$ cat src/rtl/approx_add_err_monitor.sv
// Error-metric monitor for the 4-bit OR-approximated adder: accumulates error count, error-distance sum and max over a window.
// Optional signed bias accumulator output ed_bias is enabled by defining APPROX_ERR_MON_BIAS_EN.
module approx_add_err_monitor #(
  parameter int W     = 4,
  parameter int CNT_W = 16
) (
  input  logic                        clk,
  input  logic                        rst_n,
  input  logic                        start,
  input  logic [CNT_W-1:0]            num_samples,
  input  logic                        in_valid,
  output logic                        in_ready,
  input  logic [W-1:0]                in_a,
  input  logic [W-1:0]                in_b,
  input  logic [W:0]                  in_y,
  output logic                        busy,
  output logic                        done,
  output logic [CNT_W-1:0]            err_count,
  output logic [CNT_W+W:0]            ed_sum,
`ifdef APPROX_ERR_MON_BIAS_EN
  output logic signed [CNT_W+W+1:0]   ed_bias,
`endif
  output logic [W:0]                  ed_max
);

  localparam int SUM_W = CNT_W + W + 1;
  localparam logic [CNT_W-1:0] CNT_ONE = {{(CNT_W-1){1'b0}}, 1'b1};

  typedef enum logic [1:0] {
    IDLE  = 2'd0,
    RUN   = 2'd1,
    DRAIN = 2'd2,
    DONE  = 2'd3
  } state_t;

  state_t             state;
  logic [CNT_W-1:0]   num_lat;
  logic [CNT_W-1:0]   accepted;
  logic               s1_valid;
  logic [W-1:0]       s1_a;
  logic [W-1:0]       s1_b;
  logic [W:0]         s1_y;
  logic               hs;

  logic [W:0]         exact;
  logic signed [W+1:0] diff;
  logic [W:0]         ed;
  logic [SUM_W:0]     sum_ext;

  // Ready is purely a function of the window count so it falls in the same
  // cycle the final sample is accepted.
  assign in_ready = (state == RUN) && (accepted < num_lat);
  assign hs       = in_valid && in_ready;

  always_comb begin
    exact   = {1'b0, s1_a} + {1'b0, s1_b};
    diff    = $signed({1'b0, exact}) - $signed({1'b0, s1_y});
    ed      = diff[W+1] ? (~diff[W:0] + {{W{1'b0}}, 1'b1}) : diff[W:0];
    sum_ext = {1'b0, ed_sum} + {{(CNT_W+1){1'b0}}, ed};
  end

`ifdef APPROX_ERR_MON_BIAS_EN
  localparam int BIAS_W = CNT_W + W + 2;
  logic signed [W+1:0]    bias_err;
  logic signed [BIAS_W:0] bias_ext;
  logic signed [BIAS_W-1:0] bias_next;

  // One extra headroom bit exposes overflow, which then clamps to signed max/min.
  always_comb begin
    bias_err  = $signed({1'b0, s1_y}) - $signed({1'b0, exact});
    bias_ext  = $signed({ed_bias[BIAS_W-1], ed_bias})
              + $signed({{(CNT_W+1){bias_err[W+1]}}, bias_err});
    bias_next = bias_ext[BIAS_W-1:0];
    if (bias_ext[BIAS_W] != bias_ext[BIAS_W-1])
      bias_next = bias_ext[BIAS_W] ? $signed({1'b1, {(BIAS_W-1){1'b0}}})
                                   : $signed({1'b0, {(BIAS_W-1){1'b1}}});
  end
`endif

  always_ff @(posedge clk or negedge rst_n) begin
    if (!rst_n) begin
      state     <= IDLE;
      num_lat   <= '0;
      accepted  <= '0;
      s1_valid  <= 1'b0;
      s1_a      <= '0;
      s1_b      <= '0;
      s1_y      <= '0;
      busy      <= 1'b0;
      done      <= 1'b0;
      err_count <= '0;
      ed_sum    <= '0;
      ed_max    <= '0;
`ifdef APPROX_ERR_MON_BIAS_EN
      ed_bias   <= '0;
`endif
    end else begin
      s1_valid <= hs;
      if (hs) begin
        s1_a <= in_a;
        s1_b <= in_b;
        s1_y <= in_y;
      end

      // Stage 2: fold the registered sample into the saturating accumulators.
      if (s1_valid) begin
        if ((ed != '0) && (err_count != '1))
          err_count <= err_count + CNT_ONE;
        ed_sum <= sum_ext[SUM_W] ? '1 : sum_ext[SUM_W-1:0];
        if (ed > ed_max)
          ed_max <= ed;
`ifdef APPROX_ERR_MON_BIAS_EN
        ed_bias <= bias_next;
`endif
      end

      case (state)
        IDLE, DONE: begin
          if (start) begin
            num_lat   <= num_samples;
            accepted  <= '0;
            err_count <= '0;
            ed_sum    <= '0;
            ed_max    <= '0;
`ifdef APPROX_ERR_MON_BIAS_EN
            ed_bias   <= '0;
`endif
            if (num_samples == '0) begin
              state <= DONE;
              busy  <= 1'b0;
              done  <= 1'b1;
            end else begin
              state <= RUN;
              busy  <= 1'b1;
              done  <= 1'b0;
            end
          end
        end
        RUN: begin
          if (hs) begin
            accepted <= accepted + CNT_ONE;
            if ((accepted + CNT_ONE) == num_lat)
              state <= DRAIN;
          end
        end
        DRAIN: begin
          if (!s1_valid) begin
            state <= DONE;
            busy  <= 1'b0;
            done  <= 1'b1;
          end
        end
        default: state <= IDLE;
      endcase
    end
  end

endmodule

$ cat config.mk
export PLATFORM = sky130hd
export DESIGN_NAME = approx_add_err_monitor
export DESIGN_NICKNAME = d
export VERILOG_FILES = /design/src/rtl/approx_add_err_monitor.sv
export SDC_FILE = /design/constraint.sdc
export NUM_CORES = 1
export LEC_CHECK = 0
export ABC_CLOCK_PERIOD_IN_PS = 4200
export CORE_ASPECT_RATIO = 1.1
export CORE_MARGIN = 10
export CORE_UTILIZATION = 50
export DETAILED_ROUTE_END_ITERATION = 8
export PLACE_DENSITY = 0.73
export SLEW_MARGIN = 40
export SYNTH_ARGS = -nofsm -noshare
export SYNTH_HDL_FRONTEND = slang
export SYNTH_SLANG_ARGS = --single-unit
$ cat constraint.sdc
create_clock -name clk -period 4.2 [get_ports clk]
set_input_delay 0.63 -clock clk [delete_from_list [all_inputs] [get_ports clk]]
set_output_delay 0.63 -clock clk [all_outputs]
set_load 0.02 [all_outputs]
==> flow_summary.html <==
<table>
<tr><th>Metric</th><th>Value</th></tr>
<tr><th colspan="2">Run status</th></tr>
<tr><td>Status</td><td>completed</td></tr>
<tr><th colspan="2">Logic synthesis</th></tr>
<tr><td>Synth Area in XOR/XNOR</td><td>0.0501</td></tr>
<tr><td>Simple logic cell fraction of the synthesized area</td><td>0.208</td></tr>
<tr><td>Number of enable-type register cells in the synthesized netlist</td><td>0</td></tr>
<tr><td>Cell type with the highest aggregate area in the netlist</td><td>sky130_fd_sc_hd__dfrtp_1</td></tr>
<tr><td>Async set or reset register ratio after synthesis</td><td>1.00</td></tr>
<tr><td>Post-synthesis cell count</td><td>720</td></tr>
<tr><td>Distinct cell type count after synthesis</td><td>66</td></tr>
<tr><td>Leading register cell type out of synthesis</td><td>sky130_fd_sc_hd__dfrtp_1</td></tr>
<tr><td>Mux contribution to synthesized area</td><td>0.0177</td></tr>
<tr><td>Post-Synth Adder-Cell Area</td><td>0.0915</td></tr>
<tr><td>Register area share after synthesis</td><td>0.366</td></tr>
<tr><td>Nets in the synthesized netlist</td><td>796</td></tr>
<tr><td>Top-area cell type share of the netlist area</td><td>0.366</td></tr>
<tr><td>Share of the synthesized area in compound gates (AO/OA/AOI/OAI)</td><td>0.208</td></tr>
<tr><td>Dominant combinational cell family by area after synthesis</td><td>compound AO/OA/AOI/OAI gates</td></tr>
<tr><td>Number of warnings reported in the yosys synthesis log</td><td>0</td></tr>
<tr><td>Mean area per synthesized cell</td><td>8.73 um^2</td></tr>
<tr><td>Seq cells post-synth</td><td>92</td></tr>
<tr><td>Biggest area contributors in the synthesized netlist</td><td>sky130_fd_sc_hd__dfrtp_1 (37%), sky130_fd_sc_hd__ha_1 (7.6%), sky130_fd_sc_hd__nand2_1 (4.7%)</td></tr>
<tr><td>Area of the mapped netlist</td><td>0.00629 mm^2</td></tr>
<tr><th colspan="2">Clocking</th></tr>
<tr><td>CTS tree</td><td>done</td></tr>
<tr><td>CTS H-tree depth</td><td>3</td></tr>
<tr><td>Buffer levels on the longest clock path</td><td>2</td></tr>
<tr><td>Clock transition at the registers of the reported paths</td><td>0.07 ns</td></tr>
<tr><td>Buffer cell driving the clock tree root</td><td>sky130_fd_sc_hd__clkbuf_16</td></tr>
<tr><td>CTS hold repair buffers</td><td>0</td></tr>
<tr><td>Number of buffers created by CTS</td><td>9</td></tr>
<tr><td>CTS sink count</td><td>92</td></tr>
<tr><td>Clock insertion delay at the later pin of the skew report</td><td>0.36 ns</td></tr>
<tr><th colspan="2">Die</th></tr>
<tr><td>Full die area</td><td>0.0175 mm^2</td></tr>
<tr><td>Area of the core region</td><td>0.0122 mm^2</td></tr>
<tr><td>Height of the die</td><td>138 um</td></tr>
<tr><td>Count of pins on the block boundary</td><td>78</td></tr>
<tr><td>Initial core utilization</td><td>0.516</td></tr>
<tr><td>Width of the die</td><td>127 um</td></tr>
<tr><td>Row cnt</td><td>42</td></tr>
<tr><th colspan="2">Timing</th></tr>
<tr><td>Hold violation total from the final report</td><td>0</td></tr>
<tr><td>Sum of negative setup slack</td><td>0 ns</td></tr>
<tr><td>Min Tclk post-route</td><td>4.08 ns</td></tr>
<tr><td>Clock Skews</td><td>0.00784 ns</td></tr>
<tr><td>Post-route clock period utilization</td><td>0.973</td></tr>
<tr><td>Fmax</td><td>0.245 GHz</td></tr>
<tr><td>Worst rel slew slack</td><td>0.543</td></tr>
<tr><td>Max-slew violation count</td><td>0</td></tr>
<tr><td>Unrepaired setup endpoints after global routing</td><td>yes</td></tr>
<tr><td>Pin slew with the least headroom to its limit</td><td>0.685 ns</td></tr>
<tr><td>Number of failing setup endpoints in the final timing report</td><td>0</td></tr>
<tr><th colspan="2">Critical path</th></tr>
<tr><td>Buf/Inv on CP</td><td>1</td></tr>
<tr><td>Worst Path Arrival</td><td>4.30 ns</td></tr>
<tr><td>Type of element launching the critical path</td><td>flop</td></tr>
<tr><td>Required time of the worst setup path</td><td>4.42 ns</td></tr>
<tr><td>Longest individual stage delay on the worst path</td><td>0.51 ns</td></tr>
<tr><td>Crit path capture type</td><td>flop</td></tr>
<tr><td>Ordered list of cells on the worst path</td><td>inv_1 &gt; fa_1 &gt; fa_1 &gt; xor2_1 &gt; o211ai_1 &gt; a221oi_2 &gt; and3_2 &gt; nor2_4 &gt; ha_1 &gt; nand4_1 &gt; nor2_1 &gt; o31ai_2 &gt; o21bai_4 &gt; mux2i_1 &gt; nor2_1</td></tr>
<tr><td>CP Class</td><td>reg2reg</td></tr>
<tr><td>Cell with the biggest individual delay on the critical path</td><td>sky130_fd_sc_hd__fa_1</td></tr>
<tr><td>Largest fanout on the critical path</td><td>7</td></tr>
<tr><td>Category of cells accounting for the largest share of critical-path delay</td><td>adder cells</td></tr>
<tr><th colspan="2">Global route</th></tr>
<tr><td>First-pass GRT wire length</td><td>27.3 mm</td></tr>
<tr><td>Largest net degree at the start of global routing</td><td>65</td></tr>
<tr><td>Via count of the first global-routing pass</td><td>5530</td></tr>
<tr><td>Initial antenna violation count</td><td>0</td></tr>
<tr><td>Sum of overflow across all layers after global routing</td><td>0</td></tr>
<tr><td>Total global routing track utilization</td><td>0.189</td></tr>
<tr><th colspan="2">Final layout</th></tr>
<tr><td>Most common cell after layout, fill and taps aside</td><td>sky130_fd_sc_hd__dfrtp_1</td></tr>
<tr><td>Layout Cells excl Fill</td><td>943</td></tr>
<tr><td>Number of antenna repair diodes</td><td>0</td></tr>
<tr><td>Nets</td><td>860</td></tr>
<tr><td>Layout overhead on the synthesized area</td><td>20.8%</td></tr>
<tr><td>Leading cell types in the layout, fill and taps excluded</td><td>sky130_fd_sc_hd__dfrtp_1 (92), sky130_fd_sc_hd__nand2_1 (78), sky130_fd_sc_hd__clkdlybuf4s50_1 (76), sky130_fd_sc_hd__inv_1 (53), sky130_fd_sc_hd__o21ai_0 (48)</td></tr>
<tr><td>Fraction of final layout cells with drive strength greater than 1</td><td>0.0811</td></tr>
<tr><td>Fin util</td><td>0.623</td></tr>
<tr><th colspan="2">Detailed routing</th></tr>
<tr><td>Post-detailed-route DRC marker count</td><td>0</td></tr>
<tr><td>Via count</td><td>5676</td></tr>
<tr><td>Residual antenna-violating net count after detailed routing</td><td>0</td></tr>
<tr><td>Iteration-0 DRC Markers</td><td>482</td></tr>
<tr><td>Average routed wire per standard cell</td><td>17.7 um</td></tr>
<tr><td>Via density</td><td>6.02</td></tr>
<tr><td>Total detailed-routing wirelength</td><td>16.7 mm</td></tr>
<tr><td>Number of search-and-repair iterations in the first detailed-routing pass</td><td>5</td></tr>
<tr><th colspan="2">Placement</th></tr>
<tr><td>HPWL reported at the end of detailed placement</td><td>12.2 mm</td></tr>
<tr><td>Cells after DPL</td><td>922</td></tr>
<tr><td>Weighted congestion at the end of routability-driven global placement</td><td>0.947</td></tr>
<tr><td>IO Port Bufs</td><td>77</td></tr>
<tr><th colspan="2">Flow run</th></tr>
<tr><td>Number of violations of the max-capacitance limit</td><td>0</td></tr>
<tr><th colspan="2">Min path</th></tr>
<tr><td>Worst hold path type</td><td>in2async</td></tr>
</table>
[registers in the layout, indices dropped and copies added (netlist names)]
signal,count
ed_sum,21
accepted,16
err_count,16
num_lat,16
ed_max,5
s1_y,5
s1_a,4
s1_b,4
state,2
busy,1
done,1
s1_valid,1
[through the flow]
stage | hold WS, ns | worst slack, ns | area, um^2
CTS | 0.398 | 0.00552 | 7500
finish | 0.249 | 0.115 | 7590
detailed placement | 0.470 | -0.0624 | 7170
floorplan | 0.334 | 0.349 | 6290
global route | 0.297 | -0.0906 | 7590
global placement | 0.470 | 0.182 | 7160
[Yosys cell counts, drive strengths merged, types with 2 or more instances]
cell	number
or2	4
nand2	78
and3	19
a21oi	47
dfrtp	92
o211ai	10
o31a	2
or3	11
inv	53
a21o	5
and4	3
o221ai	8
o21bai	2
o31ai	12
nand4	15
a211oi	10
nor2	26
clkbuf	27
nor3	10
buf	12
o21ai	50
mux2i	10
nand3	23
o21a	9
a21boi	14
nor3b	6
and2	5
nand3b	4
nor4	10
nor2b	9
o21ba	2
xor2	14
o221a	5
nand2b	9
a221oi	2
ha	38
o2111ai	2
or4	11
xnor2	22
a31oi	9
fa	5
[worst paths after layout]
path	start	to	slack (ns)	depth (start not counted)
hold reg to reg	s1_y[3]	s1_y[3]	0.50	2
setup reg to reg	s1_b[1]	ed_max[0]	0.12	15
max in group asynchronous	rst_n	state[1]	3.11	2
setup / recovery	s1_b[1]	ed_max[0]	0.12	15
min in group clk	s1_y[3]	s1_y[3]	0.50	2
hold / removal	rst_n	err_count[13]	0.25	1
[layer usage]
metal | vias to the layer above | share of wire | wire length [um] | track usage
met1 | 2770 | 0.44 | 7280 | 0.228
met4 | 0 | 0.029 | 487 | 0.0911
met5 | - | 0 | 0 | 0
met3 | 37 | 0.047 | 792 | 0.0354
li1 | 2711 | - | - | -
met2 | 158 | 0.49 | 8150 | 0.318
[layout make-up]
| cell class | instances | area (um^2) |
|---|---|---|
| Clock buffer | 11 | 243 |
| Clock inverter | 5 | 82.6 |
| Fill cell | 1005 | 4600 |
| Inverter | 54 | 203 |
| Multi-Input combinational cell | 535 | 3690 |
| Sequential cell | 92 | 2300 |
| Tap cell | 154 | 193 |
| Timing Repair Buffer | 92 | 885 |
[cells by family (layout without fill, tap and decap cells)]
kind of cell | Yosys count | in the layout
and+or+nand+nor | 248 | 248
AOI/OAI and AO/OA | 197 | 197
buffers and inverters | 93 | 162
DFF | 92 | 92
adders and majority gates | 43 | 43
xor gates and xnor gates | 36 | 36
muxes | 11 | 11
[worst register-to-register path, cell delays in order, from the launching register on]
cell and delay [ns]:
sky130_fd_sc_hd__dfrtp_1 0.37, sky130_fd_sc_hd__inv_1 0.08, sky130_fd_sc_hd__fa_1 0.47, sky130_fd_sc_hd__fa_1 0.51
sky130_fd_sc_hd__xor2_1 0.33, sky130_fd_sc_hd__o211ai_1 0.18, sky130_fd_sc_hd__a221oi_2 0.34, sky130_fd_sc_hd__and3_2 0.31
sky130_fd_sc_hd__nor2_4 0.05, sky130_fd_sc_hd__ha_1 0.29, sky130_fd_sc_hd__nand4_1 0.16, sky130_fd_sc_hd__nor2_1 0.08
sky130_fd_sc_hd__o31ai_2 0.26, sky130_fd_sc_hd__o21bai_4 0.22, sky130_fd_sc_hd__mux2i_1 0.23, sky130_fd_sc_hd__nor2_1 0.06
[timing repair]
action,4_1_cts,5_1_grt
pin swaps,0,3
endpoints found under the setup margin,9,26
gates resized for setup,2,14
cloned,0,0
buffers inserted,0,5
Power is not shown: default switching activity piles up to over one toggle a cycle in this logic, so the estimate is an artifact.
